--- config.mk ---
export PLATFORM = sky130hd
export DESIGN_NAME = fir_channel_scheduler
export DESIGN_NICKNAME = d
export VERILOG_FILES = /design/src/rtl/fir_sched_pkg.sv /design/src/rtl/fir_sched_hold.sv /design/src/rtl/fir_channel_scheduler.sv
export SDC_FILE = /design/constraint.sdc
export NUM_CORES = 1
export LEC_CHECK = 0
export ABC_CLOCK_PERIOD_IN_PS = 5100
export CAP_MARGIN = 20
export CORE_MARGIN = 2
export CORE_UTILIZATION = 25
export CTS_CLUSTER_SIZE = 8
export DETAILED_ROUTE_END_ITERATION = 10
export DONT_BUFFER_PORTS = 1
export GPL_ROUTABILITY_DRIVEN = 0
export PLACE_DENSITY_LB_ADDON = 0.2
export SYNTH_ARGS = -nofsm -noshare
export SYNTH_HDL_FRONTEND = slang
export SYNTH_SLANG_ARGS = --single-unit
--- constraint.sdc ---
create_clock -name clk -period 5.1 [get_ports clk]
set_clock_uncertainty 0.1 [all_clocks]
set_input_delay 0.51 -clock clk [delete_from_list [all_inputs] [get_ports clk]]
set_output_delay 0.51 -clock clk [all_outputs]
set_load 0.01 [all_outputs]
--- src/rtl/fir_sched_pkg.sv ---
// Shared definitions for the FIR channel scheduler: default widths,
// channel index type and error-flag bit positions.
package fir_sched_pkg;

  localparam int DEF_NUM_CH       = 4;
  localparam int DEF_DIN_W        = 16;
  localparam int DEF_DOUT_W       = 34;
  localparam int DEF_MAX_INFLIGHT = 32;

  // Channel index sized for the default channel count.
  localparam int CH_IDX_W = (DEF_NUM_CH > 1) ? $clog2(DEF_NUM_CH) : 1;
  typedef logic [CH_IDX_W-1:0] ch_idx_t;

  // Bit positions inside the packed sticky error register.
  localparam int ERR_STALL_BIT  = 0;
  localparam int ERR_ORPHAN_BIT = 1;
  localparam int ERR_W          = 2;

endpackage

--- src/rtl/fir_sched_hold.sv ---
// One-deep per-channel holding register. Ready while empty; a held
// sample stays until the scheduler issues it, new offers are ignored.
module fir_sched_hold
  import fir_sched_pkg::*;
#(
  parameter int DIN_W = DEF_DIN_W
) (
  input  logic             clk,
  input  logic             rst,
  input  logic             in_valid,
  input  logic [DIN_W-1:0] in_data,
  input  logic             issue,
  output logic             ready,
  output logic             pend,
  output logic [DIN_W-1:0] data
);

  logic             pend_reg;
  logic [DIN_W-1:0] data_reg;
  logic             accept;

  // Ready reflects the registered pend only, so there is no bypass path.
  always_comb begin
    accept = in_valid & ~pend_reg;
  end

  // Capture on accept; release the slot when the scheduler issues it.
  always_ff @(posedge clk) begin
    if (!rst) begin
      pend_reg <= 1'b0;
      data_reg <= '0;
    end else if (accept) begin
      data_reg <= in_data;
      pend_reg <= 1'b1;
    end else if (issue) begin
      pend_reg <= 1'b0;
    end
  end

  assign ready = ~pend_reg;
  assign pend  = pend_reg;
  assign data  = data_reg;

endmodule

--- src/rtl/fir_channel_scheduler.sv ---
// Feeds a multi-channel interleaved FIR core strictly in cyclic channel
// order from per-channel holding registers, and demultiplexes the core
// results back to per-channel output registers.
module fir_channel_scheduler
  import fir_sched_pkg::*;
#(
  parameter int NUM_CH       = DEF_NUM_CH,
  parameter int DIN_W        = DEF_DIN_W,
  parameter int DOUT_W       = DEF_DOUT_W,
  parameter int MAX_INFLIGHT = DEF_MAX_INFLIGHT
) (
  input  logic                     clk,
  input  logic                     rst,
  input  logic                     en,
  input  logic [NUM_CH-1:0]        ch_valid,
  input  logic [NUM_CH*DIN_W-1:0]  ch_data,
  output logic [NUM_CH-1:0]        ch_ready,
  output logic [DIN_W-1:0]         filt_sink_data,
  output logic                     filt_sink_valid,
  output logic [1:0]               filt_sink_error,
  input  logic [DOUT_W-1:0]        filt_source_data,
  input  logic                     filt_source_valid,
  output logic [NUM_CH*DOUT_W-1:0] out_data,
  output logic [NUM_CH-1:0]        out_valid,
  output logic                     stall_err,
  output logic                     orphan_err
);

  localparam int CH_W = (NUM_CH > 1) ? $clog2(NUM_CH) : 1;
  localparam int IF_W = $clog2(MAX_INFLIGHT + 1);
  localparam logic [CH_W-1:0] LAST_SLOT = CH_W'(NUM_CH - 1);
  localparam logic [IF_W-1:0] IF_MAX    = IF_W'(MAX_INFLIGHT);

  logic [NUM_CH-1:0] pend;
  logic [NUM_CH-1:0] issue_ch;
  logic [DIN_W-1:0]  hold_data [NUM_CH];

  logic [CH_W-1:0]   in_slot_reg;
  logic [CH_W-1:0]   out_slot_reg;
  logic [IF_W-1:0]   inflight_reg;
  logic [DIN_W-1:0]  sink_data_reg;
  logic              sink_valid_reg;
  logic [DOUT_W-1:0] out_data_reg [NUM_CH];
  logic [NUM_CH-1:0] out_valid_reg;
  logic [ERR_W-1:0]  err_reg;

  logic slot_pend;
  logic room;
  logic issue;
  logic blocked;
  logic result;
  logic orphan;

  genvar gi;
  generate
    for (gi = 0; gi < NUM_CH; gi++) begin : g_hold
      fir_sched_hold #(
        .DIN_W (DIN_W)
      ) u_hold (
        .clk      (clk),
        .rst      (rst),
        .in_valid (ch_valid[gi]),
        .in_data  (ch_data[gi*DIN_W +: DIN_W]),
        .issue    (issue_ch[gi]),
        .ready    (ch_ready[gi]),
        .pend     (pend[gi]),
        .data     (hold_data[gi])
      );
      assign out_data[gi*DOUT_W +: DOUT_W] = out_data_reg[gi];
    end
  endgenerate

  // Issue decision: wait on the current slot, never skip ahead.
  always_comb begin
    slot_pend = pend[in_slot_reg];
    room      = (inflight_reg < IF_MAX);
    issue     = en & slot_pend & room;
    blocked   = en & slot_pend & ~room;
    result    = filt_source_valid & (inflight_reg != '0);
    orphan    = filt_source_valid & (inflight_reg == '0);
    issue_ch  = '0;
    issue_ch[in_slot_reg] = issue;
  end

  // Registered sink strobe/data and the cyclic issue slot.
  always_ff @(posedge clk) begin
    if (!rst) begin
      in_slot_reg    <= '0;
      sink_valid_reg <= 1'b0;
      sink_data_reg  <= '0;
    end else begin
      sink_valid_reg <= issue;
      if (issue) begin
        sink_data_reg <= hold_data[in_slot_reg];
        in_slot_reg   <= (in_slot_reg == LAST_SLOT) ? '0 : in_slot_reg + 1'b1;
      end
    end
  end

  // Count of samples handed to the core whose result has not come back.
  always_ff @(posedge clk) begin
    if (!rst) begin
      inflight_reg <= '0;
    end else begin
      case ({issue, result})
        2'b10:   inflight_reg <= inflight_reg + 1'b1;
        2'b01:   inflight_reg <= inflight_reg - 1'b1;
        default: inflight_reg <= inflight_reg;
      endcase
    end
  end

  // Route each core result to the next channel in cyclic order.
  always_ff @(posedge clk) begin
    if (!rst) begin
      out_slot_reg  <= '0;
      out_valid_reg <= '0;
      for (int i = 0; i < NUM_CH; i++) begin
        out_data_reg[i] <= '0;
      end
    end else begin
      out_valid_reg <= '0;
      if (result) begin
        out_data_reg[out_slot_reg]  <= filt_source_data;
        out_valid_reg[out_slot_reg] <= 1'b1;
        out_slot_reg <= (out_slot_reg == LAST_SLOT) ? '0 : out_slot_reg + 1'b1;
      end
    end
  end

  // Sticky error flags, cleared only by reset.
  always_ff @(posedge clk) begin
    if (!rst) begin
      err_reg <= '0;
    end else begin
      if (blocked) err_reg[ERR_STALL_BIT]  <= 1'b1;
      if (orphan)  err_reg[ERR_ORPHAN_BIT] <= 1'b1;
    end
  end

  assign filt_sink_data  = sink_data_reg;
  assign filt_sink_valid = sink_valid_reg;
  assign filt_sink_error = 2'b00;
  assign out_valid       = out_valid_reg;
  assign stall_err       = err_reg[ERR_STALL_BIT];
  assign orphan_err      = err_reg[ERR_ORPHAN_BIT];

endmodule
# == After elaboration in Yosys (flattened, before gate mapping) ==
# Memory sizes are Yosys's and may differ from the RTL's.
# Cells that the tools add are included.
# classes
addsub,4
order_cmp,6
eq_ne,4
n_mux,27
bitwise_logic,16
n_reduce_logical,11
# op_table
op,n
$mux 34,1
$reduce_or 34->1,1
$bmux 16 s2,1
$mux 16,2
$mux 1,16
$pmux 6 s2,1
$reduce_bool 2->1,5
$and 1x1->1,9
$add 6x1->6 const B,1
$eq 2x2->1 const B,3
$logic_not 6->1,1
$lt 2x3->1 const B,2
$lt 6x6->1 const B,1
$mux 2,3
$reduce_bool 6->1,1
$sub 6x1->6 const B,1
$not 1->1,5
$add 2x1->2 const B,2
$and 4x4->4,1
$demux 1 s2,2
$ge 2x1->1 const B,2
$ge 3x3->1 const B,1
$not 2->3,1
$bmux 1 s2,1
3 further kinds,4
# totals
register_bits,101
ramBits,136
input_bits,106
output_inout_bits,165
word_cells,85
n_memories,1
# memory_table
name,words,width,rd,rd_ports_with_merged_regs,write_ports,line_no,source
out_data_reg,4,34,4,0,4,fir_channel_scheduler.sv:43,logic [DOUT_W-1:0] out_data_reg [NUM_CH];

# == Logic depth before layout (Yosys ltp) ==
# logic_depth
ltp_word,7
ltp_mapped,15
depth_no_buf,11

# == Cells and area by module ==
# A second synthesis with hierarchy kept.
# unflattened
cells_unflattened,795
area_unflattened_um2,9995.8
# by_module_without_submodules
mod,n_inst,cells_each,area_per_inst_um2,seq_area_each_um2
fir_channel_scheduler,1,495,7203.2,4744.6
fir_sched_hold,4,75,698.2,340.3

# == Worst setup path before layout ==
# No wires, ideal clock.
# synth_path
path_kind,flip-flop to flip-flop
start,register inflight_reg[0]
end,"memory out_data_reg[3][0] (netlist bit), enable pin"
setup_time_ns,0.477
t_arrival_ns,3.366
required_ns,4.523
path_slack_ns,1.157
stages_incl_launch_ff,4
n_path_buf,1
synth_period_minus_slack_ns,3.943
cell_sequence,dfxtp_1 clkbuf_1 o31ai_1 o31ai_1
# synth_rtl
item,line_no,source
start: declaration,fir_channel_scheduler.sv:40,logic [IF_W-1:0] inflight_reg;
start signal: assignment,fir_channel_scheduler.sv:106,2'b10: inflight_reg <= inflight_reg + 1'b1;
start signal: assignment,fir_channel_scheduler.sv:107,2'b01: inflight_reg <= inflight_reg - 1'b1;
start signal: assignment,fir_channel_scheduler.sv:108,default: inflight_reg <= inflight_reg;
end: declaration,fir_channel_scheduler.sv:43,

# == Final worst setup path ==
# layout_path
start,register inflight_reg[2]
end,register inflight_reg[2]
# layout_between
elab_chain_cells,4
elab_cells_between_ends,10
classes_between,add/sub: 2; order compare: 1; eq/ne: 2; mux: 1; bitwise: 2; reduce/logical: 2
# layout_lines
item,line_no,source
$reduce_bool 6->1 (*),fir_channel_scheduler.sv:79,result = filt_source_valid & (inflight_reg != '0);
$and 1x1->1 (*),fir_channel_scheduler.sv:79,
named net result,fir_channel_scheduler.sv:51,logic result;
$eq 2x1->1 or $eq 2x2->1 (tied branches),fir_channel_scheduler.sv:105,"case ({issue, result})"
$pmux 6 s2 or $reduce_bool 2->1 (tied branches),--,
# The timed path passes the listed nets; every way through them passes the cells marked *.
# A chain may end at the register's enable or synchronous reset.

==> results.yml <==
critical_path:
  cp_slowest_cell: "or4_4"
  end_kind: "register"
  arrival_ns: 3.43
  required_ns: 5.46
  worst-path-max-fanout: 14
  slowest_delay_ns: 0.57
  critPathLaunchType: "register"
  cp_cell_sequence: "or4_4 -> o31ai_1 -> buf_4 -> inv_1 -> ha_1 -> xor2_1 -> ha_1 -> a31oi_1 -> mux2i_1 -> mux2i_1"
  crit_type: "reg -> reg"
place:
  place_inst: 1283
  hpwl_um: 17870
  postPlaceCellArea_um2: 10150
  numPortBuffers: 0
logic_synthesis:
  syn_area_um2: 9634
  synth_top_area_share_pct: 42.39
  synth_area_leaders: "edfxtp_1, dfxtp_1, and2_1, nand2_1, a21boi_0"
  ys_seq_elements: 237
  synthTopCellsByCount: "nand2_1, and2_1, edfxtp_1"
  yosysTopAreaCell: "edfxtp_1"
  synth_cells: 814
  synth_top_flop_cell: "edfxtp_1"
  synthArstFlopShare_pct: 0
  synth_edf_count: 136
  yosys_warnings: 0
  yosysMostFrequentCell: "nand2_1"
  ys_seq_area_share_pct: 63.38
  post_synth_num_cell_types: 40
  avgSynthCellArea_um2: 11.84
layout:
  syn2layout_area_growth_pct: 18.74
  finalNonFillerCells: 1360
  drive_above_1_share_pct: 9.541
  largest_reg_flops: 136
  nets: 951
  fillers: 3933
  fin_util_pct: 30.23
  n_antenna_cell: 0
  fin_area_um2: 11440
clock_tree:
  clk_pin_slew_ns: 0.05
  clkLatencyLatePin_ns: 0.52
  post_cts_buffers: 0
  cts-buffers-inserted: 36
  cts-htree-levels: 2
  cts.sinks: 237
  cts_tree: "built"
  clockBufferDepth: 3
  cts_root_buf: "clkbuf_16"
floorplan:
  initial_utilization_pct: 25.46
  num_io_pins: 271
  dieHeight_um: 200.3
  die-area_um2: 40120
  die_x_um: 200.3
  rows: 71
  core-area_um2: 37840
timing:
  hold_viol: 0
  rsz0062_at_grt: "false"
  setup-tns-final_ns: 0
  slew_violations: 0
  final-setup-viol-count: 0
  worst_pin_slew_ns: 1.061
  slew_headroom_pct: 29.27
  finalCriticalPeriod_ns: 3.070
  clock.fmax_mhz: 325.7
  timing.final.crit_share_pct: 60.20
power:
  power.combinational.fraction_pct: 11.0
  total_switching_power_mw: 1.394
  p_total_mw: 5.310
  internal_power_mw: 3.916
  pwr-share-seq_pct: 47.4
  p_leak_nw: 4.128
  clockPowerShare_pct: 41.6
  ir_drop_uv: 175.9
  swShare_pct: 26.25
  power_density_nw_per_um2: 464.2
detailed_routing:
  drt-total-wl_um: 26430
  num_vias: 5890
  firstDrtPassIters: 4
  postRouteAntennaNets: 0
  drtIter0Drc: 224
  wire_per_inst_um: 19.43
  avgViaCountPerCell: 4.331
  drc_errors: 0
grt:
  gr-usage-all-layers_pct: 13.27
  grt_pass1_vias: 6063
  grt_antenna_before_repair: 0
  grt.overflow.total: 0
  grt_pass1_wl_um: 40520
  grt_start_max_net_pins: 109
job:
  cap_violations: 0
status:
  status: "finished clean"
min_path:
  hold_class: "in -> reg"
-- metal layers --
layer / vias up / share of wire (%) / wire length, um / track usage, %
met4: 0 / 2.1 / 559 / 3.836
li1: 2808 / - / - / -
met3: 41 / 9.4 / 2473 / 6.020
met5: - / 0 / 0 / 0
met2: 247 / 46 / 12080 / 21.32
met1: 2794 / 43 / 11310 / 15.99
-- through the flow --
stage	setup WS, ns	hold slack, ns
after floorplan	1.157	0.3402
final	2.030	0.03365
after CTS	1.924	0.0004733
after global placement	1.949	0.3492
after detailed placement	1.950	0.3553
after global routing	1.805	0.01087
-- worst max-delay path: cells and delay by family (launching register included) --
kind            cells  cell delay, ns
mux                 2            0.44
fa+ha+maj           2            0.60
xor+xnor            1            0.22
flops               1            0.40
compound gates      2            0.41
simple gates        1            0.57
buf+inv             2            0.26
-- power groups by stage --
| stage | combinational, mW | clock, mW | sequential, mW |
|---|---|---|---|
| after global routing | 0.665 | 2.38 | 2.54 |
| after global placement | 0.574 | 0 | 2.56 |
| after floorplan | 0.460 | 0 | 2.48 |
| after CTS | 0.600 | 2.29 | 2.52 |
| after detailed placement | 0.583 | 0 | 2.56 |
| final | 0.583 | 2.21 | 2.52 |
-- path summary, 6_finish.rpt --
| kind | from | end | slack [ns] | depth (start not counted) |
|---|---|---|---|---|
| worst max-delay path | inflight_reg[2] | inflight_reg[2] | 2.03 | 10 |
| worst min-delay path | ch_data[57] | g_hold[3].u_hold.data[9] | 0.03 | 2 |
| worst max register to register | inflight_reg[2] | inflight_reg[2] | 2.03 | 10 |
| worst min register to register | g_hold[3].u_hold.data[0] | g_hold[3].u_hold.data[0] | 0.36 | 2 |
-- cell type report --
| cell class | instances | area [um2] | area share (%) |
|---|---|---|---|
| Timing Repair Buffer | 39 | 355.3 | 3.106 |
| Inverter | 10 | 37.54 | 0.3281 |
| Clock buffer | 49 | 992.2 | 8.673 |
| Sequential cell | 237 | 6106 | 53.37 |
| Multi-Input combinational cell | 511 | 3258 | 28.48 |
| Clock inverter | 3 | 51.30 | 0.4484 |
| Tap cell | 511 | 639.4 | 5.589 |
-- cell families after synthesis --
kind of cell | synth area share (%)
fa+ha+maj | 1.299
flops | 63.38
other cells | 0.03892
buf+inv | 3.221
compound gates | 8.286
simple gates | 18.83
xor+xnor | 0.2728
mux | 4.675
-- cell usage in the layout (no fill, tap or decap), drive strengths merged, types with 2 or more instances in the layout --
| cell type | n |
|---|---|
| a21boi | 83 |
| a21oi | 8 |
| a31oi | 2 |
| and2 | 142 |
| and3 | 2 |
| buf | 14 |
| clkbuf | 49 |
| clkinv | 2 |
| conb | 2 |
| dfxtp | 101 |
| dlygate4sd3 | 25 |
| edfxtp | 136 |
| ha | 10 |
| inv | 10 |
| mux2i | 9 |
| mux4 | 16 |
| nand2 | 177 |
| nand2b | 8 |
| nand3 | 3 |
| nand3b | 2 |
| nand4 | 2 |
| nor2 | 7 |
| nor2b | 9 |
| nor3 | 5 |
| o21a | 4 |
| o221ai | 2 |
| o31ai | 3 |
| or3 | 2 |
| xor2 | 2 |
-- repair_timing --
item	4_1_cts	5_1_grt
endpoints found under the setup margin	0	0
resized for setup	0	0
endpoints found under the hold margin	27	0
hold buffers	25	0
Note: power is estimated with default switching activity, not from simulation.
